$ cat src/rtl/wb_spi_sram_pkg.sv
// Shared types and constants for the Wishbone-to-SPI-SRAM bridge.
// Frame layout is {cmd, 24-bit address, data byte}, shifted MSB first.
package wb_spi_sram_pkg;

    localparam logic [7:0] CMD_READ   = 8'h03;
    localparam logic [7:0] CMD_WRITE  = 8'h02;
    localparam int         FRAME_BITS = 40;
    localparam int         DATA_BITS  = 8;

    typedef enum logic [1:0] {IDLE, SHIFT, DONE, GUARD} state_t;

    // Reads send a zero data byte; the SRAM drives MISO during that slot.
    function automatic logic [FRAME_BITS-1:0] build_frame(input logic we,
                                                          input logic [23:0] adr,
                                                          input logic [DATA_BITS-1:0] dat);
        return {(we ? CMD_WRITE : CMD_READ), adr, (we ? dat : 8'h00)};
    endfunction

endpackage

$ cat src/rtl/wb_spi_sram_if.sv
// Single-beat Wishbone slave port bundle; the slave modport is the SRAM bridge side.
// Signal names keep the slave-relative _i/_o suffixes of the external port list.
interface wb_spi_sram_if import wb_spi_sram_pkg::*; #(
    parameter int ADDR_WIDTH = 23,
    parameter int DATA_WIDTH = DATA_BITS,
    parameter int SEL_WIDTH  = DATA_WIDTH / 8
) ();
    logic                  wb_cyc_i;
    logic                  wb_stb_i;
    logic [ADDR_WIDTH-1:0] wb_adr_i;
    logic                  wb_we_i;
    logic [SEL_WIDTH-1:0]  wb_sel_i;
    logic [DATA_WIDTH-1:0] wb_dat_i;
    logic                  wb_ack_o;
    logic                  wb_err_o;
    logic                  wb_rty_o;
    logic [DATA_WIDTH-1:0] wb_dat_o;

    modport slave (
        input  wb_cyc_i, wb_stb_i, wb_adr_i, wb_we_i, wb_sel_i, wb_dat_i,
        output wb_ack_o, wb_err_o, wb_rty_o, wb_dat_o
    );

    modport master (
        output wb_cyc_i, wb_stb_i, wb_adr_i, wb_we_i, wb_sel_i, wb_dat_i,
        input  wb_ack_o, wb_err_o, wb_rty_o, wb_dat_o
    );
endinterface

$ cat src/rtl/wb_spi_sram_shift.sv
// Mode-0 SPI shifter for one 40-bit frame: 2*CLK_DIV clk cycles per bit, CS_N low for the whole frame.
// done is combinational on the final SCK fall; rx_byte then already includes the last MISO bit.
module spi_shift_engine import wb_spi_sram_pkg::*; #(
    parameter int CLK_DIV = 1
) (
    input  logic                  clk_i,
    input  logic                  rst_i,
    input  logic                  start,
    input  logic [FRAME_BITS-1:0] frame,
    output logic                  busy,
    output logic                  done,
    output logic [DATA_BITS-1:0]  rx_byte,
    output logic                  sck,
    output logic                  cs_n,
    output logic                  mosi,
    input  logic                  miso
);
    localparam int DW = (CLK_DIV > 1) ? $clog2(CLK_DIV) : 1;

    logic [DW-1:0]         div_cnt;
    logic [5:0]            bit_cnt;
    logic [FRAME_BITS-1:0] sh;
    logic [DATA_BITS-2:0]  rx;
    logic                  tick;

    assign tick    = busy && (div_cnt == DW'(CLK_DIV - 1));
    assign done    = tick && sck && (bit_cnt == 6'(FRAME_BITS - 1));
    assign rx_byte = {rx, miso};
    assign mosi    = sh[FRAME_BITS-1];

    always_ff @(posedge clk_i) begin
        if (rst_i) begin
            busy    <= 1'b0;
            sck     <= 1'b0;
            cs_n    <= 1'b1;
            div_cnt <= '0;
            bit_cnt <= '0;
            sh      <= '0;
            rx      <= '0;
        end else if (start && !busy) begin
            busy    <= 1'b1;
            cs_n    <= 1'b0;
            sck     <= 1'b0;
            div_cnt <= '0;
            bit_cnt <= '0;
            sh      <= frame;
        end else if (busy) begin
            if (tick) begin
                div_cnt <= '0;
                sck     <= !sck;
                // Falling SCK: sample MISO at the end of the high phase, then advance MOSI.
                if (sck) begin
                    rx <= rx_byte[DATA_BITS-2:0];
                    if (done) begin
                        busy <= 1'b0;
                        cs_n <= 1'b1;
                        sh   <= '0;
                    end else begin
                        sh      <= {sh[FRAME_BITS-2:0], 1'b0};
                        bit_cnt <= bit_cnt + 6'd1;
                    end
                end
            end else begin
                div_cnt <= div_cnt + 1'b1;
            end
        end
    end
endmodule

$ cat src/rtl/wb_spi_sram.sv
// Wishbone slave running one 23LC-style SPI READ/WRITE frame per access; ack 80*CLK_DIV+1 cycles after accept.
// One access outstanding; new requests wait in IDLE until CS_N has been high for CS_HIGH cycles.
module wb_spi_sram import wb_spi_sram_pkg::*; #(
    parameter int ADDR_WIDTH = 23,
    parameter int DATA_WIDTH = 8,
    parameter int SEL_WIDTH  = DATA_WIDTH / 8,
    parameter int CLK_DIV    = 1,
    parameter int CS_HIGH    = 2
) (
    input  logic          clk_i,
    input  logic          rst_i,
    wb_spi_sram_if.slave  wb,
    output logic          spi_sck_o,
    output logic          spi_cs_n_o,
    output logic          spi_mosi_o,
    input  logic          spi_miso_i
);
    state_t                state_q, state_d;
    logic [7:0]            guard_q;
    logic                  we_q, abort_q, ack_q;
    logic [DATA_WIDTH-1:0] dat_q;
    logic [ADDR_WIDTH-1:0] adr;
    logic [SEL_WIDTH-1:0]  sel;
    logic                  accept, null_wr, start, set_ack;
    logic                  eng_busy, eng_done;
    logic [DATA_BITS-1:0]  rx_byte;

    assign adr     = wb.wb_adr_i;
    assign sel     = wb.wb_sel_i;
    assign accept  = (state_q == IDLE) && wb.wb_cyc_i && wb.wb_stb_i && !ack_q;
    assign null_wr = accept && wb.wb_we_i && (sel == '0);

    spi_shift_engine #(.CLK_DIV(CLK_DIV)) u_shift (
        .clk_i   (clk_i),
        .rst_i   (rst_i),
        .start   (start),
        .frame   (build_frame(wb.wb_we_i, 24'(adr), wb.wb_dat_i)),
        .busy    (eng_busy),
        .done    (eng_done),
        .rx_byte (rx_byte),
        .sck     (spi_sck_o),
        .cs_n    (spi_cs_n_o),
        .mosi    (spi_mosi_o),
        .miso    (spi_miso_i)
    );

    always_comb begin
        state_d = state_q;
        start   = 1'b0;
        set_ack = 1'b0;
        case (state_q)
            IDLE: begin
                if (null_wr) begin
                    set_ack = 1'b1;
                end else if (accept && !eng_busy) begin
                    start   = 1'b1;
                    state_d = SHIFT;
                end
            end
            // An abandoned cycle still finishes the frame but gets no ack.
            SHIFT: if (eng_done) begin
                state_d = DONE;
                set_ack = wb.wb_cyc_i && !abort_q;
            end
            DONE:    state_d = (CS_HIGH > 1) ? GUARD : IDLE;
            GUARD:   if (guard_q == 8'd0) state_d = IDLE;
            default: state_d = IDLE;
        endcase
    end

    always_ff @(posedge clk_i) begin
        if (rst_i) begin
            state_q <= IDLE;
            guard_q <= '0;
            we_q    <= 1'b0;
            abort_q <= 1'b0;
            ack_q   <= 1'b0;
            dat_q   <= '0;
        end else begin
            state_q <= state_d;
            ack_q   <= set_ack;
            if (start) begin
                we_q    <= wb.wb_we_i;
                abort_q <= 1'b0;
            end else if (state_q == SHIFT && !wb.wb_cyc_i) begin
                abort_q <= 1'b1;
            end
            if (set_ack && state_q == SHIFT && !we_q) dat_q <= rx_byte;
            // DONE is the first of the CS_HIGH high cycles, GUARD covers the rest.
            if (state_q == DONE)
                guard_q <= 8'((CS_HIGH > 1) ? CS_HIGH - 2 : 0);
            else if (state_q == GUARD && guard_q != 8'd0)
                guard_q <= guard_q - 8'd1;
        end
    end

    assign wb.wb_ack_o = ack_q;
    assign wb.wb_err_o = 1'b0;
    assign wb.wb_rty_o = 1'b0;
    assign wb.wb_dat_o = dat_q;
endmodule

$ cat src/flat_wrapper.sv
// flat-port wrapper written by rule: the top's interface ports become plain ports
module wb_spi_sram_flat import wb_spi_sram_pkg::*;
#(
    parameter int ADDR_WIDTH = 23,
    parameter int DATA_WIDTH = 8,
    parameter int SEL_WIDTH  = DATA_WIDTH / 8,
    parameter int CLK_DIV    = 1,
    parameter int CS_HIGH    = 2
)
  (clk_i, rst_i, spi_sck_o, spi_cs_n_o, spi_mosi_o, spi_miso_i, wb_wb_cyc_i, wb_wb_stb_i, wb_wb_adr_i, wb_wb_we_i, wb_wb_sel_i, wb_wb_dat_i, wb_wb_ack_o, wb_wb_err_o, wb_wb_rty_o, wb_wb_dat_o);
  wb_spi_sram_if #(.ADDR_WIDTH(ADDR_WIDTH), .DATA_WIDTH(DATA_WIDTH), .SEL_WIDTH(SEL_WIDTH)) wb_i ();
  input  logic clk_i;
  input  logic rst_i;
  output logic spi_sck_o;
  output logic spi_cs_n_o;
  output logic spi_mosi_o;
  input  logic spi_miso_i;
  input wire logic [$bits(wb_i.wb_cyc_i)-1:0] wb_wb_cyc_i;
  input wire logic [$bits(wb_i.wb_stb_i)-1:0] wb_wb_stb_i;
  input wire logic [$bits(wb_i.wb_adr_i)-1:0] wb_wb_adr_i;
  input wire logic [$bits(wb_i.wb_we_i)-1:0] wb_wb_we_i;
  input wire logic [$bits(wb_i.wb_sel_i)-1:0] wb_wb_sel_i;
  input wire logic [$bits(wb_i.wb_dat_i)-1:0] wb_wb_dat_i;
  output wire logic [$bits(wb_i.wb_ack_o)-1:0] wb_wb_ack_o;
  output wire logic [$bits(wb_i.wb_err_o)-1:0] wb_wb_err_o;
  output wire logic [$bits(wb_i.wb_rty_o)-1:0] wb_wb_rty_o;
  output wire logic [$bits(wb_i.wb_dat_o)-1:0] wb_wb_dat_o;
  assign wb_i.wb_cyc_i = wb_wb_cyc_i;
  assign wb_i.wb_stb_i = wb_wb_stb_i;
  assign wb_i.wb_adr_i = wb_wb_adr_i;
  assign wb_i.wb_we_i = wb_wb_we_i;
  assign wb_i.wb_sel_i = wb_wb_sel_i;
  assign wb_i.wb_dat_i = wb_wb_dat_i;
  assign wb_wb_ack_o = wb_i.wb_ack_o;
  assign wb_wb_err_o = wb_i.wb_err_o;
  assign wb_wb_rty_o = wb_i.wb_rty_o;
  assign wb_wb_dat_o = wb_i.wb_dat_o;
  wb_spi_sram #(.ADDR_WIDTH(ADDR_WIDTH), .DATA_WIDTH(DATA_WIDTH), .SEL_WIDTH(SEL_WIDTH), .CLK_DIV(CLK_DIV), .CS_HIGH(CS_HIGH)) u_core (.clk_i(clk_i), .rst_i(rst_i), .wb(wb_i), .spi_sck_o(spi_sck_o), .spi_cs_n_o(spi_cs_n_o), .spi_mosi_o(spi_mosi_o), .spi_miso_i(spi_miso_i));
endmodule
$ cat config.mk
export PLATFORM = sky130hd
export DESIGN_NAME = wb_spi_sram_flat
export DESIGN_NICKNAME = d
export VERILOG_FILES = /design/src/rtl/wb_spi_sram_pkg.sv /design/src/rtl/wb_spi_sram_if.sv /design/src/rtl/wb_spi_sram_shift.sv /design/src/rtl/wb_spi_sram.sv /design/src/flat_wrapper.sv
export SDC_FILE = /design/constraint.sdc
export NUM_CORES = 1
export LEC_CHECK = 0
export CORE_MARGIN = 1
export CORE_UTILIZATION = 40
export CTS_BUF_LIST = sky130_fd_sc_hd__clkbuf_8 sky130_fd_sc_hd__clkbuf_16
export DETAILED_ROUTE_END_ITERATION = 7
export DONT_BUFFER_PORTS = 1
export GPL_ROUTABILITY_DRIVEN = 0
export GPL_TIMING_DRIVEN = 0
export PLACE_DENSITY = 0.5
export SLEW_MARGIN = 20
export SYNTH_ARGS = -nofsm -noshare
export SYNTH_HDL_FRONTEND = slang
export SYNTH_SLANG_ARGS = --single-unit
$ cat constraint.sdc
create_clock -name clk_i -period 4.6 [get_ports clk_i]
set_input_delay 0.92 -clock clk_i [delete_from_list [all_inputs] [get_ports clk_i]]
set_output_delay 0.92 -clock clk_i [all_outputs]
set_load 0.005 [all_outputs]
==> results.toml <==
[run_status]
status = "complete, no violations"

[worst_setup_path]
crit_required_ns = 4.86
cp_max_fo = 9
end_kind = "register"
worstSetupStartpointType = "register"
cp.arrival_ns = 2.47
slowest_stage = "nor4b_2"
path_cells = "inv_1, ha_1, nand4b_2, nor4b_2, a32oi_1, a211oi_1"
crit_type = "register to register"
slowest_delay_ns = 0.83

[timing]
period_minus_slack_ns = 2.21
fmax_ghz = 0.452
hold_viol = 0
drv_slew = 0
min_period_over_period = 0.481
skew_ns = 0.00856
final-setup-viol-count = 0
tightest_slew_ns = 0.893
setup-tns-final_ns = 0
relSlewSlack = 0.403
rsz0062_at_grt = "no"

[clock_network]
clock_path_buffers = 2
h-tree-depth = 3
clk_pin_slew_worst_paths_ns = 0.08
clock-sinks = 78
cts_resized = 0
cts-buffers-inserted = 9
insertion_delay_ns = 0.34
hold_buffers = 0
post_cts_buffers = 0
cts_root_buf = "clkbuf_8"
cts_tree = "yes"

[routing]
routed_via_density = 5.46
num_vias = 2703
met1_length_um = 3560
dr_wl_met3_um = 444
drtAntennaViolNets = 0
routedWlPerCell_um = 14.5
wl_met2_um = 3100
drt_iter0_markers = 131
routed_wl_um = 7180
drc = 0
first_pass_iters = 4
top_layer = "met4"

[finish]
fin_nets = 431
fill_cells = 817
multi_input_area_um2 = 1620
drive_above_1_share = 0.105
syn_to_final_growth_pct = 9.95
diodes = 0
final_common_cell = "dfxtp_1"
final_cell_mix = "dfxtp_1, nor2_1, nand2_1, nor3_1, a221oi_1"
seq_area_um2 = 1560
final_cells = 495
final_cell_area_um2 = 3690

[placed_design]
dp_hpwl_um = 5130
placed_cell_area_um2 = 3490
dp_cells = 479
port-buffer-count = 0

[power]
p_leak_nw = 1.27
totalPowerFinal_mw = 1.50
vdd_drop_max_mv = 0.142
power_density_nw_per_um2 = 406

[global_routing]
grt-ovfl-total = 0
grt_start_max_net_pins = 14
grt_pass1_wl_um = 11900
antenna_found_initial = 0
grt_pass1_vias = 2412
grtUsageTotal = 0.177

[floorplanning]
core-area_um2 = 8180
die_y_um = 93.6
die_w_um = 93.6
die-area_um2 = 8760
rows = 33
ios = 52
start_util = 0.411

[yosys]
synth_cell_types = 47
synth_cells = 373
ys_seq_area_frac = 0.465
synth-seq-cells = 78
synth_edf_count = 0
syn_avg_cell_area_um2 = 9.00
synth_ff_type = "dfxtp_1"
yosysWarnings = 0
async_flop_share = 0
syn_area_um2 = 3360

[worst_hold_path]
hold_class = "register to register"

[run]
maxCapViolCount = 0
flip-flops by register name (all words and copies together), names as in the netlist:
| signal | flops |
|---|---|
| u_core.wb.wb_dat_o | 8 |
| u_core.wb.wb_ack_o | 1 |
| u_core.state_q | 2 |
| u_core.u_shift.div_cnt | 1 |
| u_core.we_q | 1 |
| u_core.u_shift.sh | 40 |
| u_core.abort_q | 1 |
| u_core.guard_q | 8 |
| u_core.u_shift.sck | 1 |
| u_core.u_shift.busy | 1 |
| u_core.u_shift.cs_n | 1 |
| u_core.u_shift.rx | 7 |
| u_core.u_shift.bit_cnt | 6 |
synthesized netlist by cell type (all sizes together) (2+ instances only):
cell type / number / share of area
a211oi: 10 / 0.022
a21oi: 17 / 0.030
a221oi: 25 / 0.070
a22oi: 2 / 0.0045
a32oi: 12 / 0.031
and3b: 2 / 0.0052
buf: 12 / 0.021
clkbuf: 19 / 0.021
dfxtp: 78 / 0.47
ha: 8 / 0.030
inv: 10 / 0.011
mux2i: 11 / 0.033
nand2: 38 / 0.042
nand2b: 2 / 0.0037
nand3: 4 / 0.0060
nand4: 4 / 0.0075
nor2: 57 / 0.064
nor3: 27 / 0.042
o2111ai: 3 / 0.0078
o21ai: 3 / 0.0045
xnor2: 5 / 0.013
xor2: 5 / 0.013
critical path, delay by kind of cell, from the launching register on:
| family | cells | cell delay (ns) |
|---|---|---|
| AOI/OAI and AO/OA | 2 | 0.39 |
| adders and majority gates | 1 | 0.24 |
| buffers and inverters | 1 | 0.11 |
| DFF | 1 | 0.34 |
| and+or+nand+nor | 2 | 1.04 |
layout make-up:
| class | count | share of cell area |
|---|---|---|
| Buffer | 31 | 0.0386 |
| Clock buffer | 10 | 0.0373 |
| Clock inverter | 6 | 0.0166 |
| Inverter | 10 | 0.0102 |
| Multi-Input combinational cell | 255 | 0.439 |
| Sequential cell | 78 | 0.423 |
| Tap cell | 105 | 0.0356 |
cells by family after synthesis:
group | count (synthesis) | share of synthesized area
simple gates | 145 | 0.200
compound gates | 79 | 0.192
buf+inv | 41 | 0.0537
mux | 11 | 0.0328
fa+ha+maj | 8 | 0.0298
xor+xnor | 10 | 0.0261
flops | 78 | 0.465
other cells | 1 | 0.00112
power breakdown:
group	internal, mW	total, mW	switching (mW)	leakage (nW)
sequential	0.728	0.760	0.0316	0.633
clock	0.263	0.510	0.246	0.102
combinational	0.0987	0.230	0.131	0.537
metrics by stage:
| step | utilization | worst slack [ns] | hold WS (ns) |
|---|---|---|---|
| floorplan | - | 2.44 | 0.429 |
| global placement | 0.427 | 2.10 | 0.443 |
| detailed placement | 0.427 | 2.10 | 0.449 |
| CTS | 0.451 | 2.38 | 0.460 |
| global route | 0.451 | 2.08 | 0.479 |
| finish | 0.451 | 2.39 | 0.457 |
routing by layer:
layer	global-route usage	vias to the layer above
li1	-	1362
met2	0.256	61
met3	0.0504	5
met5	0	-
met4	0.0654	0
met1	0.249	1275
worst paths after layout:
path,startpoint,to,slack [ns],cells past startpoint
min reg2reg,u_core.u_shift.rx[6],u_core.u_shift.rx[6],0.46,2
max reg2reg,u_core.state_q[0],u_core.u_shift.sh[1],2.39,6
min,u_core.u_shift.rx[6],u_core.u_shift.rx[6],0.46,2
max,u_core.state_q[0],u_core.u_shift.sh[1],2.39,6
(Power assumes the default switching activity.)
==> RTL change 1, RTL diff (same flow settings) <==
Reset style: asynchronous (`rst_i`), changed in 2 clocked blocks.
--- a/src/rtl/wb_spi_sram_shift.sv
+++ b/src/rtl/wb_spi_sram_shift.sv
@@ -29,5 +29,5 @@
     assign mosi    = sh[FRAME_BITS-1];
 
-    always_ff @(posedge clk_i) begin
+    always_ff @(posedge clk_i or posedge rst_i) begin
         if (rst_i) begin
             busy    <= 1'b0;
--- a/src/rtl/wb_spi_sram.sv
+++ b/src/rtl/wb_spi_sram.sv
@@ -69,5 +69,5 @@
     end
 
-    always_ff @(posedge clk_i) begin
+    always_ff @(posedge clk_i or posedge rst_i) begin
         if (rst_i) begin
             state_q <= IDLE;
Check against the original RTL: differs if rst_i is asserted again (counterexample within 4 cycles, from zero or initial values and one cycle with rst_i high); with rst_i held inactive, the same outputs for 10 cycles.
==> RTL change 1 against the unedited design <==
  * Non-clock buffer count down 10
  * Core utilization up 0.73 points
  * Area after synthesis up 2.9%
  * Synthesized cell count down 12%
  * Routed wire length down 2.9%
  * Sequential cell count unchanged
  * Highest routed layer unchanged
  * Cell count down 9.1%
  * Final area up 3.2%
  * Worst setup slack worse by 0.15 ns
Power is not compared: it rests on default switching activity, and its combinational part moved more than twofold at a synthesized area within 25%.
==> RTL change 1: results (changes against the unedited design) <==
min-delay src u_core.u_shift.sh[8]; drt wl/cell 15.48 um (+6.8%); worst-path fanout max 10 (+1); Crit Reg-Reg Startpoint u_core.state_q[0]; count of different cell masters after synthesis 50 (+6.4%); dpl cell area 3613 um2 (+3.5%); status complete, no violations; Fillers 802 (-1.8%); first-pass GRT wire length 11,690 um (-2.1%); M2 GR Usage 0.2620 (+0.005863); Register-to-Register Path Depth 7 (+1); M1 wire length 3407 um (-4.2%); largest net degree at the start of global routing 46 (+32); share of layout cells above drive strength 1 0.1101 (+0.005017); ranking of synthesized cells by area dfrtp_1, nand2_1, a22oi_1, ha_1, mux2_2; GR Layer Usage met1 0.2275 (-0.02149); Mean Syn Cell Area 10.54 um2 (+17%); Slew headroom 0.5326 (+0.1293); Highest Signal Layer met4; dpl hpwl 4789 um (-6.7%); Final Skew 0.01175 ns (+0.003189 ns); ys async rst share 1.000 (+1.000); Inst Count DP 435 (-9.2%); routed wl met2 3098 um (-0.13%); vias in the first global route 2,366 (-1.9%); via-per-instance ratio 5.342 (-2.2%); vias post-DR 2,404 (-11%); cts repair resizes 0 (unchanged); Commonest cells post-synth nand2_1, dfrtp_1, a22oi_1; GRT met3 Usage 0.06602 (+0.01562); maximum VDD drop 0.0001494 V; Crit Path Category register to register; Met3 Wirelength 352 um (-21%); total track usage 0.1722 (-0.005115); Seq/Total Area, Yosys 0.5652 (+0.1000); Final nets 387 (-10%)
[RTL change 1: cell types whose count changed after synthesis, sizes merged, moves of 11 or more]
cell,change
dfxtp,-78
dfrtp,+77
nand2,+45
nor2,-45
a221oi,-25
nor3,-24
a22oi,+21
o21ai,+11
[RTL change 1: metrics by stage]
stage	hold slack, ns	utilization
2_1_floorplan	0.4396	-
3_3_place_gp	0.4508	0.4327
3_5_place_dp	0.4575	0.4354
4_1_cts	0.4777	0.4582
5_1_grt	0.4961	0.4588
6_report	0.4733	0.4588
[RTL change 1: logic make-up (layout without fill, tap and decap cells)]
group | count (synthesis) | in the layout | share of synthesized area
simple gates | 120 | 120 | 0.1589
flops | 78 | 78 | 0.5652
compound gates | 75 | 75 | 0.1553
buf+inv | 28 | 44 | 0.03657
mux | 11 | 11 | 0.03621
fa+ha+maj | 8 | 8 | 0.02897
xor+xnor | 7 | 7 | 0.01774
other cells | 1 | 2 | 0.001085
[RTL change 1: area by class of cell]
type                       instances  share of cell area
buffer                            20             0.02530
clock buffer                       9             0.03253
clock inverter                     6             0.01709
inverter                           8            0.008544
multi-input combinational        223              0.3638
sequential                        78              0.5130
tap                              105             0.03451
timing repair buffer               1            0.005258
[RTL change 1: path summary, 6_finish.rpt]
path / slack (ns) / endpoint
max: 2.23 / u_core.state_q[1]
min: 0.47 / u_core.u_shift.sh[8]
min in group asynchronous: 0.50 / u_core.wb.wb_dat_o[1]
max reg2reg: 2.23 / u_core.state_q[1]
max in group asynchronous: 3.51 / u_core.u_shift.sh[4]
min reg2reg: 0.47 / u_core.u_shift.sh[8]
[RTL change 1: critical path: stages, from the launching register on]
cell and delay (ns):
dfrtp_1 0.40, inv_1 0.13, ha_1 0.22, nand4b_2 0.20, or3_1 0.38, buf_4 0.18
a221o_2 0.43, mux2_4 0.30
==> RTL change 2, RTL diff (same settings) <==
Made on the original files. `ADDR_WIDTH` is set to 23 in 3 places; all go to 27.
--- a/src/rtl/wb_spi_sram_if.sv
+++ b/src/rtl/wb_spi_sram_if.sv
@@ -2,5 +2,5 @@
 // Signal names keep the slave-relative _i/_o suffixes of the external port list.
 interface wb_spi_sram_if import wb_spi_sram_pkg::*; #(
-    parameter int ADDR_WIDTH = 23,
+    parameter int ADDR_WIDTH = 27,
     parameter int DATA_WIDTH = DATA_BITS,
     parameter int SEL_WIDTH  = DATA_WIDTH / 8
--- a/src/rtl/wb_spi_sram.sv
+++ b/src/rtl/wb_spi_sram.sv
@@ -2,5 +2,5 @@
 // One access outstanding; new requests wait in IDLE until CS_N has been high for CS_HIGH cycles.
 module wb_spi_sram import wb_spi_sram_pkg::*; #(
-    parameter int ADDR_WIDTH = 23,
+    parameter int ADDR_WIDTH = 27,
     parameter int DATA_WIDTH = 8,
     parameter int SEL_WIDTH  = DATA_WIDTH / 8,
--- a/src/flat_wrapper.sv
+++ b/src/flat_wrapper.sv
@@ -2,5 +2,5 @@
 module wb_spi_sram_flat import wb_spi_sram_pkg::*;
 #(
-    parameter int ADDR_WIDTH = 23,
+    parameter int ADDR_WIDTH = 27,
     parameter int DATA_WIDTH = 8,
     parameter int SEL_WIDTH  = DATA_WIDTH / 8,
Ports: changed (resized wb_wb_adr_i); port bits go from 52 to 56. No check against the original RTL was run, so the function may have changed too.
==> RTL change 2 against the unedited design <==
  * Hold slack improved by 0.0084 ns
  * Final area did not move
  * Worst setup slack lost 0.21 ns
  * Highest routed layer unchanged
  * Routed wire length is 8.9% higher
  * Sequential cell count did not move
  * Clock skew is 0.00099 ns lower
  * Sequential share of layout area is the same
  * Critical endpoint is now u_core.u_shift.sh[12]
  * Area after synthesis decreased by 0.11%
  * Die area shrank 0.11%
  * Total power increased by 0.14%
==> RTL change 2: results (changes against the unedited design) <==
Met3 Wirelength 475 um (+7.0%); Final Skew 0.007569 ns (-0.0009922 ns); leakage 0.001196 uW (-6.0%); count of different cell masters after synthesis 49 (+4.3%); Critical Path AT 2.70 ns (+0.23 ns); Largest register FFs 40 (unchanged); ranking of synthesized cells by area dfxtp_1, nand2_1, a31oi_1, nand3_1, nor2_1; Slew headroom 0.4087 (+0.005428); M2 GR Usage 0.2886 (+0.03248); Final nets 460 (+6.7%); vias in the first global route 2,510 (+4.1%); combinational power 213 uW (-7%); maximum VDD drop 0.0001503 V (+5.7%); worst-path fanout max 10 (+1); Top reg by flops u_core.u_shift.sh; post-synthesis compound-gate area fraction 0.1701 (-0.02143); Combinational Power Share 0.142 (-0.011); XOR/XNOR Fraction of Synth Area 0.02612 (+0.00002921); status complete, no violations; routed wl met2 3441 um (+11%); vias post-DR 2,740 (+1.4%); initial antenna violation count 0 (unchanged); switching power 409.2 uW (about the same); Commonest cells post-synth nand2_1, dfxtp_1, nor2_1; adder-cell share of the synthesized area 0.02985 (+0.00003338); Root Buffer clkbuf_8; first-pass GRT wire length 12,590 um (+5.4%); share of layout cells above drive strength 1 0.06522 (-0.03991); dpl hpwl 5290 um (+3.0%); 1st-iter DRT viols 104 (-21%); largest net degree at the start of global routing 13 (-1); post-synthesis mux area share 0.02687 (-0.005933); GRT met3 Usage 0.08049 (+0.03008); Fillers 856 (+4.8%); M1 wire length 3827 um (+7.7%); GR Layer Usage met1 0.2458 (-0.003156); drt total wl 7811 um (+8.9%); Clock Power Share 0.361 (+0.021)
==> RTL change 2: final timing paths <==
kind | startpoint | end | cells past startpoint | slack (ns)
setup / recovery | u_core.state_q[0] | u_core.u_shift.sh[12] | 8 | 2.17
hold / removal | u_core.abort_q | u_core.abort_q | 2 | 0.47
setup reg to reg | u_core.state_q[0] | u_core.u_shift.sh[12] | 8 | 2.17
hold reg to reg | u_core.abort_q | u_core.abort_q | 2 | 0.47
==> RTL change 2: cell families (layout without fill, tap and decap cells) <==
kind of cell	after synthesis	after routing
AOI/OAI and AO/OA	80	80
xor gates and xnor gates	10	10
adders and majority gates	8	8
buffers and inverters	41	56
DFF	78	78
muxes	9	9
other	1	2
and+or+nand+nor	171	171
==> RTL change 2: worst max-delay path, stage by stage, from the launching register on <==
cell and delay (ns):
dfxtp_1 0.35, inv_1 0.12, ha_1 0.19, nand4b_1 0.24
nor3_1 0.29, clkbuf_1 0.41, clkbuf_1 0.45, nand2_1 0.13
a31oi_1 0.17
==> RTL change 2: metrics by stage <==
step	hold WS, ns	std cells	utilization	worst slack, ns	instance area (um2)
finish	0.4650	519	0.4515	2.172	3691
global route	0.4812	519	0.4515	1.945	3691
CTS	0.4677	519	0.4515	2.135	3691
detailed placement	0.4499	504	0.4267	1.905	3488
global placement	0.4407	504	0.4267	1.937	3488
floorplan	0.4294	399	-	2.354	3357
==> RTL change 2: layout make-up <==
cell class,instances,area share
Tap cell,105,0.03559
Sequential cell,78,0.4231
Clock buffer,9,0.03356
Multi-Input combinational cell,280,0.4397
Buffer,32,0.03763
Inverter,9,0.009153
Clock inverter,6,0.02136
